**src/rtl/alu_cmd_ctrl_pkg.sv**
```systemverilog
// rtl/alu_cmd_ctrl_pkg.sv - shared types and constants for the ALU command front end
//
// Package alu_cmd_pkg: controller state encoding, opcode tag, status byte
// constants, ALU unit-select codes and a constant helper for sizing counters.

package alu_cmd_pkg;

  typedef enum logic [2:0] {
    ST_IDLE,
    ST_GET_A,
    ST_GET_B,
    ST_WAIT_RES,
    ST_SEND_ST,
    ST_SEND_RES
  } state_t;

  localparam logic [3:0] CMD_TAG      = 4'hA;
  localparam logic [3:0] STATUS_OK_HI = 4'h5;
  localparam logic [7:0] STATUS_ERR   = 8'hEE;

  // ALU_FUN[3:2] selects which ALU unit owns the result
  localparam logic [1:0] SEL_ARITH = 2'b00;
  localparam logic [1:0] SEL_LOGIC = 2'b01;
  localparam logic [1:0] SEL_CMP   = 2'b10;
  localparam logic [1:0] SEL_SHIFT = 2'b11;

  function automatic int max_int(input int a, input int b);
    return (a > b) ? a : b;
  endfunction

endpackage

```
**src/rtl/alu_cmd_ctrl_if.sv**
```systemverilog
// rtl/alu_cmd_ctrl_if.sv - byte stream and ALU side bundle of the command front end
//
// master: the controller (consumes RX bytes and ALU results, drives TX,
//         ALU operands/function, CMD_ERR and BUSY).
// slave : the surroundings (byte receiver, byte transmitter, ALU).

interface alu_cmd_ctrl_if #(
  parameter int DATA_WIDTH = 16
);

  logic [7:0]            RX_P_DATA;
  logic                  RX_D_VLD;
  logic [7:0]            TX_P_DATA;
  logic                  TX_D_VLD;
  logic                  TX_READY;
  logic [DATA_WIDTH-1:0] ALU_A;
  logic [DATA_WIDTH-1:0] ALU_B;
  logic [3:0]            ALU_FUN;
  logic [DATA_WIDTH-1:0] ARITH_OUT;
  logic [DATA_WIDTH-1:0] LOGIC_OUT;
  logic [DATA_WIDTH-1:0] CMP_OUT;
  logic [DATA_WIDTH-1:0] SHIFT_OUT;
  logic                  ARITH_FLAG;
  logic                  LOGIC_FLAG;
  logic                  CMP_FLAG;
  logic                  SHIFT_FLAG;
  logic                  CARRY_OUT;
  logic                  CMD_ERR;
  logic                  BUSY;

  modport master (
    input  RX_P_DATA, RX_D_VLD, TX_READY,
    input  ARITH_OUT, LOGIC_OUT, CMP_OUT, SHIFT_OUT,
    input  ARITH_FLAG, LOGIC_FLAG, CMP_FLAG, SHIFT_FLAG, CARRY_OUT,
    output TX_P_DATA, TX_D_VLD, ALU_A, ALU_B, ALU_FUN, CMD_ERR, BUSY
  );

  modport slave (
    output RX_P_DATA, RX_D_VLD, TX_READY,
    output ARITH_OUT, LOGIC_OUT, CMP_OUT, SHIFT_OUT,
    output ARITH_FLAG, LOGIC_FLAG, CMP_FLAG, SHIFT_FLAG, CARRY_OUT,
    input  TX_P_DATA, TX_D_VLD, ALU_A, ALU_B, ALU_FUN, CMD_ERR, BUSY
  );

endinterface

```
**src/rtl/alu_cmd_ctrl_result_sel.sv**
```systemverilog
// rtl/alu_cmd_ctrl_result_sel.sv - picks the flagged ALU unit's result
//
// Module alu_result_sel (combinational).
// sel           : ALU_FUN[3:2] unit select
// *_out/*_flag  : per-unit result and valid flag
// carry_out     : arithmetic carry
// flag/result   : selected unit's flag and result
// carry         : carry qualified to the arithmetic unit (0 for other units)

module alu_result_sel
  import alu_cmd_pkg::*;
#(
  parameter int DATA_WIDTH = 16
) (
  input  logic [1:0]            sel,
  input  logic [DATA_WIDTH-1:0] arith_out,
  input  logic [DATA_WIDTH-1:0] logic_out,
  input  logic [DATA_WIDTH-1:0] cmp_out,
  input  logic [DATA_WIDTH-1:0] shift_out,
  input  logic                  arith_flag,
  input  logic                  logic_flag,
  input  logic                  cmp_flag,
  input  logic                  shift_flag,
  input  logic                  carry_out,
  output logic                  flag,
  output logic [DATA_WIDTH-1:0] result,
  output logic                  carry
);

  always_comb begin
    flag   = 1'b0;
    result = '0;
    carry  = 1'b0;
    case (sel)
      SEL_ARITH: begin
        flag   = arith_flag;
        result = arith_out;
        carry  = carry_out;
      end
      SEL_LOGIC: begin
        flag   = logic_flag;
        result = logic_out;
      end
      SEL_CMP: begin
        flag   = cmp_flag;
        result = cmp_out;
      end
      SEL_SHIFT: begin
        flag   = shift_flag;
        result = shift_out;
      end
      default: ;
    endcase
  end

endmodule

```
**src/rtl/alu_cmd_ctrl.sv**
```systemverilog
// rtl/alu_cmd_ctrl.sv - byte-stream command front end for the ALU
//
// Assembles {opcode, A, B} frames (operands LSB first) from RX bytes, drives
// ALU_FUN/ALU_A/ALU_B, samples the flagged unit ALU_LAT+1 cycles after B is
// complete and streams a status byte plus NB result bytes on TX.
// CLK  : clock, rising edge
// RST  : asynchronous active-low reset
// bus  : alu_cmd_ctrl_if master (RX/TX bytes, ALU operands/results, CMD_ERR, BUSY)

module alu_cmd_ctrl
  import alu_cmd_pkg::*;
#(
  parameter int DATA_WIDTH = 16,
  parameter int ALU_LAT    = 1,
  parameter int TO_CYCLES  = 255
) (
  input  logic           CLK,
  input  logic           RST,
  alu_cmd_ctrl_if.master bus
);

  localparam int NB = DATA_WIDTH / 8;
  localparam int CW = $clog2(max_int(TO_CYCLES, ALU_LAT + 1) + 1);
  localparam int IW = $clog2(NB) + 1;

  localparam logic [CW-1:0] TO_LAST  = CW'(TO_CYCLES - 1);
  localparam logic [CW-1:0] LAT_LAST = CW'(ALU_LAT);
  localparam logic [IW-1:0] IDX_LAST = IW'(NB - 1);

  state_t                state, state_nx;
  logic [CW-1:0]         cnt, cnt_nx;
  logic [IW-1:0]         idx, idx_nx;
  logic                  err_q, err_nx;
  logic                  load_fun, load_a, load_b, capture;

  logic [3:0]            alu_fun;
  logic [DATA_WIDTH-1:0] alu_a, alu_b, result;
  logic [7:0]            status;
  logic                  status_ok;

  logic                  sel_flag, sel_carry;
  logic [DATA_WIDTH-1:0] sel_result;

  // Byte lane addressed by idx, shared by operand loading and result sending
  logic [DATA_WIDTH-1:0] byte_mask, rx_shifted, res_shifted;

  assign byte_mask   = DATA_WIDTH'(8'hFF) << {idx, 3'b000};
  assign rx_shifted  = DATA_WIDTH'(bus.RX_P_DATA) << {idx, 3'b000};
  assign res_shifted = result >> {idx, 3'b000};
  assign status_ok   = (status[7:4] == STATUS_OK_HI);

  alu_result_sel #(
    .DATA_WIDTH(DATA_WIDTH)
  ) u_result_sel (
    .sel       (alu_fun[3:2]),
    .arith_out (bus.ARITH_OUT),
    .logic_out (bus.LOGIC_OUT),
    .cmp_out   (bus.CMP_OUT),
    .shift_out (bus.SHIFT_OUT),
    .arith_flag(bus.ARITH_FLAG),
    .logic_flag(bus.LOGIC_FLAG),
    .cmp_flag  (bus.CMP_FLAG),
    .shift_flag(bus.SHIFT_FLAG),
    .carry_out (bus.CARRY_OUT),
    .flag      (sel_flag),
    .result    (sel_result),
    .carry     (sel_carry)
  );

  always_ff @(posedge CLK or negedge RST) begin
    if (!RST) begin
      state <= ST_IDLE;
      cnt   <= '0;
      idx   <= '0;
      err_q <= 1'b0;
    end else begin
      state <= state_nx;
      cnt   <= cnt_nx;
      idx   <= idx_nx;
      err_q <= err_nx;
    end
  end

  // cnt doubles as inter-byte timeout (GET_A/GET_B) and ALU latency timer
  // (WAIT_RES); it is cleared on every state change and accepted byte.
  always_comb begin
    state_nx = state;
    cnt_nx   = cnt;
    idx_nx   = idx;
    err_nx   = 1'b0;
    load_fun = 1'b0;
    load_a   = 1'b0;
    load_b   = 1'b0;
    capture  = 1'b0;
    case (state)
      ST_IDLE: begin
        cnt_nx = '0;
        idx_nx = '0;
        if (bus.RX_D_VLD) begin
          if (bus.RX_P_DATA[7:4] == CMD_TAG) begin
            load_fun = 1'b1;
            state_nx = ST_GET_A;
          end else begin
            err_nx = 1'b1;
          end
        end
      end
      ST_GET_A, ST_GET_B: begin
        // A byte in the timeout cycle takes priority over the timeout
        if (bus.RX_D_VLD) begin
          cnt_nx = '0;
          load_a = (state == ST_GET_A);
          load_b = (state == ST_GET_B);
          if (idx == IDX_LAST) begin
            idx_nx   = '0;
            state_nx = (state == ST_GET_A) ? ST_GET_B : ST_WAIT_RES;
          end else begin
            idx_nx = idx + 1'b1;
          end
        end else if (cnt == TO_LAST) begin
          err_nx   = 1'b1;
          cnt_nx   = '0;
          idx_nx   = '0;
          state_nx = ST_IDLE;
        end else begin
          cnt_nx = cnt + 1'b1;
        end
      end
      ST_WAIT_RES: begin
        err_nx = bus.RX_D_VLD;
        if (cnt == LAT_LAST) begin
          capture  = 1'b1;
          cnt_nx   = '0;
          state_nx = ST_SEND_ST;
        end else begin
          cnt_nx = cnt + 1'b1;
        end
      end
      ST_SEND_ST: begin
        err_nx = bus.RX_D_VLD;
        if (bus.TX_READY) begin
          idx_nx   = '0;
          state_nx = status_ok ? ST_SEND_RES : ST_IDLE;
        end
      end
      ST_SEND_RES: begin
        err_nx = bus.RX_D_VLD;
        if (bus.TX_READY) begin
          if (idx == IDX_LAST) begin
            idx_nx   = '0;
            state_nx = ST_IDLE;
          end else begin
            idx_nx = idx + 1'b1;
          end
        end
      end
      default: begin
        state_nx = ST_IDLE;
        cnt_nx   = '0;
        idx_nx   = '0;
      end
    endcase
  end

  always_ff @(posedge CLK or negedge RST) begin
    if (!RST) begin
      alu_fun <= '0;
      alu_a   <= '0;
      alu_b   <= '0;
      result  <= '0;
      status  <= '0;
    end else begin
      if (load_fun) alu_fun <= bus.RX_P_DATA[3:0];
      if (load_a)   alu_a   <= (alu_a & ~byte_mask) | rx_shifted;
      if (load_b)   alu_b   <= (alu_b & ~byte_mask) | rx_shifted;
      if (capture) begin
        status <= sel_flag ? {STATUS_OK_HI, 3'b000, sel_carry} : STATUS_ERR;
        if (sel_flag) result <= sel_result;
      end
    end
  end

  assign bus.ALU_FUN   = alu_fun;
  assign bus.ALU_A     = alu_a;
  assign bus.ALU_B     = alu_b;
  assign bus.CMD_ERR   = err_q;
  assign bus.BUSY      = (state != ST_IDLE);
  assign bus.TX_D_VLD  = (state == ST_SEND_ST) || (state == ST_SEND_RES);
  assign bus.TX_P_DATA = (state == ST_SEND_ST)  ? status :
                         (state == ST_SEND_RES) ? res_shifted[7:0] : 8'h00;

endmodule

```
**src/flat_wrapper.sv**
```systemverilog
// flat-port wrapper written by rule: the top's interface ports become plain ports
module alu_cmd_ctrl_flat import alu_cmd_pkg::*;
#(
  parameter int DATA_WIDTH = 16,
  parameter int ALU_LAT    = 1,
  parameter int TO_CYCLES  = 255
)
  (CLK, RST, bus_RX_P_DATA, bus_RX_D_VLD, bus_TX_READY, bus_ARITH_OUT, bus_LOGIC_OUT, bus_CMP_OUT, bus_SHIFT_OUT, bus_ARITH_FLAG, bus_LOGIC_FLAG, bus_CMP_FLAG, bus_SHIFT_FLAG, bus_CARRY_OUT, bus_TX_P_DATA, bus_TX_D_VLD, bus_ALU_A, bus_ALU_B, bus_ALU_FUN, bus_CMD_ERR, bus_BUSY);
  alu_cmd_ctrl_if #(.DATA_WIDTH(DATA_WIDTH)) bus_i ();
  input  logic CLK;
  input  logic RST;
  input wire logic [$bits(bus_i.RX_P_DATA)-1:0] bus_RX_P_DATA;
  input wire logic [$bits(bus_i.RX_D_VLD)-1:0] bus_RX_D_VLD;
  input wire logic [$bits(bus_i.TX_READY)-1:0] bus_TX_READY;
  input wire logic [$bits(bus_i.ARITH_OUT)-1:0] bus_ARITH_OUT;
  input wire logic [$bits(bus_i.LOGIC_OUT)-1:0] bus_LOGIC_OUT;
  input wire logic [$bits(bus_i.CMP_OUT)-1:0] bus_CMP_OUT;
  input wire logic [$bits(bus_i.SHIFT_OUT)-1:0] bus_SHIFT_OUT;
  input wire logic [$bits(bus_i.ARITH_FLAG)-1:0] bus_ARITH_FLAG;
  input wire logic [$bits(bus_i.LOGIC_FLAG)-1:0] bus_LOGIC_FLAG;
  input wire logic [$bits(bus_i.CMP_FLAG)-1:0] bus_CMP_FLAG;
  input wire logic [$bits(bus_i.SHIFT_FLAG)-1:0] bus_SHIFT_FLAG;
  input wire logic [$bits(bus_i.CARRY_OUT)-1:0] bus_CARRY_OUT;
  output wire logic [$bits(bus_i.TX_P_DATA)-1:0] bus_TX_P_DATA;
  output wire logic [$bits(bus_i.TX_D_VLD)-1:0] bus_TX_D_VLD;
  output wire logic [$bits(bus_i.ALU_A)-1:0] bus_ALU_A;
  output wire logic [$bits(bus_i.ALU_B)-1:0] bus_ALU_B;
  output wire logic [$bits(bus_i.ALU_FUN)-1:0] bus_ALU_FUN;
  output wire logic [$bits(bus_i.CMD_ERR)-1:0] bus_CMD_ERR;
  output wire logic [$bits(bus_i.BUSY)-1:0] bus_BUSY;
  assign bus_i.RX_P_DATA = bus_RX_P_DATA;
  assign bus_i.RX_D_VLD = bus_RX_D_VLD;
  assign bus_i.TX_READY = bus_TX_READY;
  assign bus_i.ARITH_OUT = bus_ARITH_OUT;
  assign bus_i.LOGIC_OUT = bus_LOGIC_OUT;
  assign bus_i.CMP_OUT = bus_CMP_OUT;
  assign bus_i.SHIFT_OUT = bus_SHIFT_OUT;
  assign bus_i.ARITH_FLAG = bus_ARITH_FLAG;
  assign bus_i.LOGIC_FLAG = bus_LOGIC_FLAG;
  assign bus_i.CMP_FLAG = bus_CMP_FLAG;
  assign bus_i.SHIFT_FLAG = bus_SHIFT_FLAG;
  assign bus_i.CARRY_OUT = bus_CARRY_OUT;
  assign bus_TX_P_DATA = bus_i.TX_P_DATA;
  assign bus_TX_D_VLD = bus_i.TX_D_VLD;
  assign bus_ALU_A = bus_i.ALU_A;
  assign bus_ALU_B = bus_i.ALU_B;
  assign bus_ALU_FUN = bus_i.ALU_FUN;
  assign bus_CMD_ERR = bus_i.CMD_ERR;
  assign bus_BUSY = bus_i.BUSY;
  alu_cmd_ctrl #(.DATA_WIDTH(DATA_WIDTH), .ALU_LAT(ALU_LAT), .TO_CYCLES(TO_CYCLES)) u_core (.CLK(CLK), .RST(RST), .bus(bus_i));
endmodule
```
**config.mk**
```make
export PLATFORM = sky130hd
export DESIGN_NAME = alu_cmd_ctrl_flat
export DESIGN_NICKNAME = d
export VERILOG_FILES = /design/src/rtl/alu_cmd_ctrl_pkg.sv /design/src/rtl/alu_cmd_ctrl_if.sv /design/src/rtl/alu_cmd_ctrl_result_sel.sv /design/src/rtl/alu_cmd_ctrl.sv /design/src/flat_wrapper.sv
export SDC_FILE = /design/constraint.sdc
export NUM_CORES = 1
export LEC_CHECK = 0
export CORE_MARGIN = 5
export CORE_UTILIZATION = 35
export DETAILED_ROUTE_END_ITERATION = 8
export PLACE_DENSITY = 0.65
export REMOVE_ABC_BUFFERS = 1
export SLEW_MARGIN = 30
export SYNTH_ARGS = -nofsm -noshare
export SYNTH_HDL_FRONTEND = slang
export SYNTH_SLANG_ARGS = --single-unit
```
**constraint.sdc**
```tcl
create_clock -name CLK -period 4 [get_ports CLK]
set_input_delay 1 -clock CLK [delete_from_list [all_inputs] [get_ports CLK]]
set_output_delay 1 -clock CLK [all_outputs]
set_load 0.03 [all_outputs]
```
==> flow_metrics.env, run 1 <==
export IMPL_status="finished clean"
export IMPL_hpwlAfterDp_mm=7.12
export IMPL_drtAntennaViolNets=0
export IMPL_crit_family="buffers and inverters"
export IMPL_totalWireLength_mm=9.05
export IMPL_multiInputGateArea_um2=1700
export IMPL_synthCells=277
export IMPL_antenna_found_initial=0
export IMPL_post_dp_cell_area_um2=4950
export IMPL_slew_limit_headroom_pct=46.1
export IMPL_yosysTopAreaCell="dfrtp_1"
export IMPL_syn_avg_cell_area_um2=12.8
export IMPL_fillers=913
export IMPL_post_place_cells=526
export IMPL_grt_pass1_wl_mm=15.1
export IMPL_antennaDiodeCount=0
export IMPL_track_usage_pct=15.2
export IMPL_p_leak_nw=2.17
export IMPL_postCtsSetupBuffers=0
export IMPL_ctsResizeCount=0
export IMPL_crit_fanout=13
export IMPL_nets=488
export IMPL_finalHoldViolations=0
export IMPL_fin_setup_tns_ps=0
export IMPL_clock_latency_ps=340
export IMPL_port_buffers=127
export IMPL_start_util_pct=36.2
export IMPL_area_growth_pct=45.2
export IMPL_slowest_delay_ps=720
export IMPL_io_pins=128
export IMPL_fp_dieArea_um2=12300
export IMPL_grt_overflow=0
export IMPL_viasPerCell=5.03
export IMPL_powerDensity_nw_per_um2=724
export IMPL_finalSetupViolCount=0
export IMPL_synth_top_cell_area_share_pct=49.3
export IMPL_die_w_um=111
export IMPL_slowest_stage="clkdlybuf4s50_1"
export IMPL_clock_sinks=70
export IMPL_cp_arrival_ps=2630
export IMPL_ir_drop_mv=0.344
export IMPL_cts_tree="yes"
export IMPL_clkTransAtPathRegs_ps=70
export IMPL_crit_type="register to output pin"
export IMPL_synth_most_common_cell="dfrtp_1"
export IMPL_synthFlopType="dfrtp_1"
export IMPL_die_h_um=111
export IMPL_async_flop_share_pct=100
export IMPL_final_cells=541
export IMPL_timing_fmax_mhz=276
export IMPL_tightest_slew_ps=808
export IMPL_cts_root_buffer="clkbuf_8"
export IMPL_fin_area_um2=5160
export IMPL_layout_drive_gt1_share_pct=15.9
export IMPL_worst_endpoint_required_ps=3000
export IMPL_synth_common_cells="dfrtp_1, mux2_1, mux2_2"
export IMPL_ys_seq_area_share_pct=49.3
export IMPL_hold_slack_ps=485
export IMPL_drt_iter0_drc=72
export IMPL_clock_skew_ps=12.8
export IMPL_numCtsBuffers=9
export IMPL_synth_seq_cells=70
export IMPL_maxSlewViolCount=0
export IMPL_rsz0062_at_grt="false"
export IMPL_maxCapViolCount=0
export IMPL_crit_buf_inv=2
export IMPL_rows=36
export IMPL_synth_area_leaders="dfrtp_1, mux4_2, mux2_1, mux2_2, mux2i_1"
export IMPL_gp_congestion=0.801
export IMPL_hold_buffers=0
export IMPL_ys_types=38
export IMPL_syn_area_um2=3550
export IMPL_first_global_vias=2930
export IMPL_synth_edf_count=0
export IMPL_path_cells="nand2b_1 > inv_1 > nand3_1 > o21ai_0 > clkdlybuf4s50_1"
export IMPL_drcViolationCount=0
export IMPL_first_pass_iters=4
export IMPL_grt_max_degree=26
export IMPL_vias=2720
export IMPL_wl_per_cell_um=16.7
export IMPL_cp_end_kind="output pin"
export IMPL_hold_path_class="register to register"
export IMPL_utilization_pct=52.6
export IMPL_period_minus_slack_ps=3630
export IMPL_cts_max_level=3
export IMPL_cts_buffer_depth=2
export IMPL_regArea_um2=1750
export IMPL_period_share_pct=90.6
export IMPL_synth_warnings=0
export IMPL_startpoint_type="register"
export IMPL_core_um2=9820
-- cells in the final DEF, fill, tap and decap left out, types with 2 or more instances in the layout --
master and count:
mux2_2 23, o21ai_0 8, nand3_1 8, and3_1 2, clkdlybuf4s50_1 126, inv_1 8, mux2i_1 11, or3_1 2
clkinv_4 2, nand2_1 12, xor2_1 2, mux4_2 17, ha_1 3, a21oi_1 8, clkinv_2 2, mux2_1 33
nand2b_1 4, o22ai_1 2, nor2_1 21, nor3_1 2, a31oi_1 4, o211ai_1 3, clkbuf_8 9, inv_2 2
dfrtp_1 70, o21ai_1 3, nor4_1 2, nand4_1 2, bufinv_16 2, buf_4 4
-- registers in the layout, indices dropped and copies added (netlist names) --
| name | cells |
|---|---|
| u_core.bus.ALU_A | 16 |
| u_core.bus.ALU_B | 16 |
| u_core.result | 16 |
| u_core.cnt | 8 |
| u_core.bus.ALU_FUN | 4 |
| u_core.status | 4 |
| u_core.state | 3 |
| u_core.idx | 2 |
| u_core.bus.CMD_ERR | 1 |
-- area by class of cell --
type,instances,share of cell area [%]
Sequential cell,70,33.9
Multi-Input combinational cell,182,32.9
Timing Repair Buffer,131,25.1
Tap cell,133,3.22
Clock buffer,9,2.40
Clock inverter,6,1.70
Inverter,10,0.727
-- metal layers --
metal	part of all wire, %	track usage [%]
met1	43	18.8
met2	51	26.0
met3	4.6	3.49
met4	1.8	5.50
met5	0	0
-- kinds of logic (layout without fill, tap and decap cells) --
| family | after synthesis | after routing | synth area share (%) |
|---|---|---|---|
| compound gates | 32 | 32 | 5.49 |
| xor+xnor | 2 | 2 | 0.493 |
| fa+ha+maj | 3 | 3 | 1.06 |
| buf+inv | 25 | 156 | 2.92 |
| flops | 70 | 70 | 49.3 |
| mux | 84 | 84 | 31.6 |
| simple gates | 61 | 61 | 9.15 |
-- final timing paths --
| path | cells past startpoint | from | slack [ps] | to |
|---|---|---|---|---|
| worst max-delay path | 5 | u_core.state[1] | 370 | bus_TX_P_DATA[5] |
| worst min-delay path | 1 | u_core.result[7] | 480 | u_core.result[7] |
| worst max register to register | 6 | u_core.cnt[1] | 1280 | u_core.result[4] |
| worst min register to register | 1 | u_core.result[7] | 480 | u_core.result[7] |
| max in group asynchronous | 2 | RST | 2650 | u_core.bus.ALU_FUN[3] |
| min in group asynchronous | 1 | RST | 620 | u_core.bus.ALU_A[12] |
-- power by group --
| part | switching (mW) | internal [mW] |
|---|---|---|
| sequential | 0.247 | 1.02 |
| combinational | 0.937 | 0.918 |
| clock | 0.268 | 0.348 |
-- stage by stage --
| step | setup WS, ps | total power [mW] |
|---|---|---|
| after floorplan | 1050 | 2.41 |
| after global placement | 814 | 3.13 |
| after detailed placement | 722 | 3.17 |
| after CTS | 324 | 3.79 |
| after global routing | 133 | 3.97 |
| final | 375 | 3.74 |
No activity file was read; power rests on OpenSTA's default activity.
==> inputs of run 2 (changes only) <==
--- a/config.mk
+++ b/config.mk
@@ -10,7 +10,7 @@
 export DETAILED_ROUTE_END_ITERATION = 8
 export PLACE_DENSITY = 0.65
 export REMOVE_ABC_BUFFERS = 1
-export SLEW_MARGIN = 30
+export SLEW_MARGIN = 10
 export SYNTH_ARGS = -nofsm -noshare
 export SYNTH_HDL_FRONTEND = slang
 export SYNTH_SLANG_ARGS = --single-unit
==> results of run 2 <==
The final DEF is identical to that of run 1; final timing and power are the same.
==> inputs of run 3 (changes only) <==
==> constraint.sdc (replaced) <==
create_clock -name CLK -period 3.9 [get_ports CLK]
set_input_delay 0.975 -clock CLK [delete_from_list [all_inputs] [get_ports CLK]]
set_output_delay 0.975 -clock CLK [all_outputs]
set_load 0.03 [all_outputs]
==> run 3 against run 2 <==
Compared with the run above:
- clock skew is 1.7 ps lower
- setup slack worse by 93 ps
- utilization is 0.14 points lower
- first-iteration DRC count is 32% lower
- clock power is 5.0% lower
- critical path type unchanged
==> flow_metrics.env, run 3 (synthesis results as in run 1) <==
export IMPL_die_w_um=111
export IMPL_crit_type="register to output pin"
export IMPL_fin_setup_tns_ps=0
export IMPL_cts_tree="yes"
export IMPL_track_usage_pct=14.9
export IMPL_clock_sinks=70
export IMPL_tightest_slew_ps=813
export IMPL_gp_congestion=0.784
export IMPL_slew_limit_headroom_pct=45.8
export IMPL_ctsResizeCount=0
export IMPL_die_h_um=111
export IMPL_antennaDiodeCount=0
export IMPL_wl_per_cell_um=16.5
export IMPL_postCtsSetupBuffers=0
export IMPL_clkTransAtPathRegs_ps=80
export IMPL_slowest_delay_ps=720
export IMPL_layout_drive_gt1_share_pct=15.9
export IMPL_period_share_pct=92.8
export IMPL_mostFrequentLayoutCells="clkdlybuf4s50_1, dfrtp_1, mux2_1"
export IMPL_cp_arrival_ps=2640
export IMPL_cts_root_buffer="clkbuf_8"
export IMPL_timing_fmax_mhz=276
export IMPL_viasPerCell=5.05
export IMPL_grt_pass1_wl_mm=14.7
export IMPL_crit_buf_inv=2
export IMPL_ir_drop_mv=0.288
export IMPL_netSwitchingPower_mw=1.49
export IMPL_drtAntennaViolNets=0
export IMPL_first_pass_iters=4
export IMPL_totalWireLength_mm=8.94
export IMPL_vias=2737
export IMPL_pwr_share_seq_pct=34.7
export IMPL_clock_skew_ps=11.1
export IMPL_first_global_vias=2858
export IMPL_drcViolationCount=0
export IMPL_final_common_cell="clkdlybuf4s50_1"
export IMPL_fp_dieArea_um2=12300
export IMPL_clock_power_share_pct=15.5
export IMPL_maxCapViolCount=0
export IMPL_slowest_stage="clkdlybuf4s50_1"
export IMPL_grt_overflow=0
export IMPL_hold_path_class="register to register"
export IMPL_io_pins=128
export IMPL_status="finished clean"
export IMPL_port_buffers=127
export IMPL_core_um2=9820
export IMPL_hpwlAfterDp_mm=7.01
export IMPL_finalSetupViolCount=0
export IMPL_hold_buffers=0
export IMPL_startpoint_type="register"
export IMPL_rows=36
export IMPL_finalHoldViolations=0
export IMPL_p_sw_share_pct=39.4
export IMPL_period_minus_slack_ps=3620
export IMPL_combPwrFrac_pct=49.8
export IMPL_path_cells="nand2b_1 > inv_1 > nand3_1 > o21ai_0 > clkdlybuf4s50_1"
export IMPL_powerDensity_nw_per_um2=733
export IMPL_worst_endpoint_required_ps=2920
export IMPL_cts_max_level=3
export IMPL_maxSlewViolCount=0
export IMPL_p_leak_nw=2.15
export IMPL_rsz0062_at_grt="false"
export IMPL_utilization_pct=52.4
export IMPL_p_int_mw=2.29
export IMPL_crit_fanout=13
export IMPL_cts_buffer_depth=2
export IMPL_start_util_pct=36.2
export IMPL_nets=488
export IMPL_crit_family="buffers and inverters"
export IMPL_cp_end_kind="output pin"
export IMPL_numCtsBuffers=9
export IMPL_drt_iter0_drc=49
export IMPL_grt_max_degree=36
export IMPL_antenna_found_initial=0
export IMPL_clock_latency_ps=340
export IMPL_area_growth_pct=44.8
export IMPL_fillers=919
run 3: final timing paths:
check / startpoint / end / slack, ps / depth (start not counted)
setup / recovery: u_core.state[1] / bus_TX_P_DATA[5] / 280 / 5
hold / removal: u_core.result[6] / u_core.result[6] / 490 / 1
setup reg to reg: u_core.cnt[1] / u_core.result[0] / 1140 / 6
hold reg to reg: u_core.result[6] / u_core.result[6] / 490 / 1
max in group asynchronous: RST / u_core.bus.ALU_B[9] / 2420 / 2
min in group asynchronous: RST / u_core.bus.ALU_B[12] / 710 / 1
run 3: layer usage:
metal | vias to the layer above | share of wire [%] | track usage, %
met5 | - | 0 | 0
met4 | 0 | 1.4 | 5.42
met3 | 10 | 5.3 | 3.66
met2 | 73 | 50 | 25.1
met1 | 1377 | 43 | 18.5
li1 | 1277 | - | -
run 3: layout make-up:
| class | count | area, µm² | area share (%) |
|---|---|---|---|
| sequential | 70 | 1750 | 34.0 |
| multi-input combinational | 182 | 1700 | 33.0 |
| timing repair buffer | 131 | 1300 | 25.2 |
| tap | 133 | 166 | 3.23 |
| clock buffer | 10 | 128 | 2.48 |
| clock inverter | 6 | 70.1 | 1.36 |
| inverter | 10 | 37.5 | 0.729 |
run 3: per-stage QoR:
step	hold WS, ps	instances	setup WS (ps)	power [mW]	instance area, µm²
after floorplan	455	262	976	2.47	3490
after global placement	467	526	736	3.20	4950
after CTS	490	542	267	3.83	5150
after detailed placement	474	526	680	3.24	4950
after global routing	505	542	135	4.01	5150
final	486	542	282	3.78	5150
run 3: power groups by stage:
stage / Clock (mW) / Sequential [mW] / Combinational (mW)
2_1_floorplan: 0 / 1.69 / 0.779
3_3_place_gp: 0 / 1.31 / 1.89
3_5_place_dp: 0 / 1.33 / 1.91
4_1_cts: 0.600 / 1.31 / 1.91
5_1_grt: 0.630 / 1.36 / 2.02
6_report: 0.585 / 1.31 / 1.88
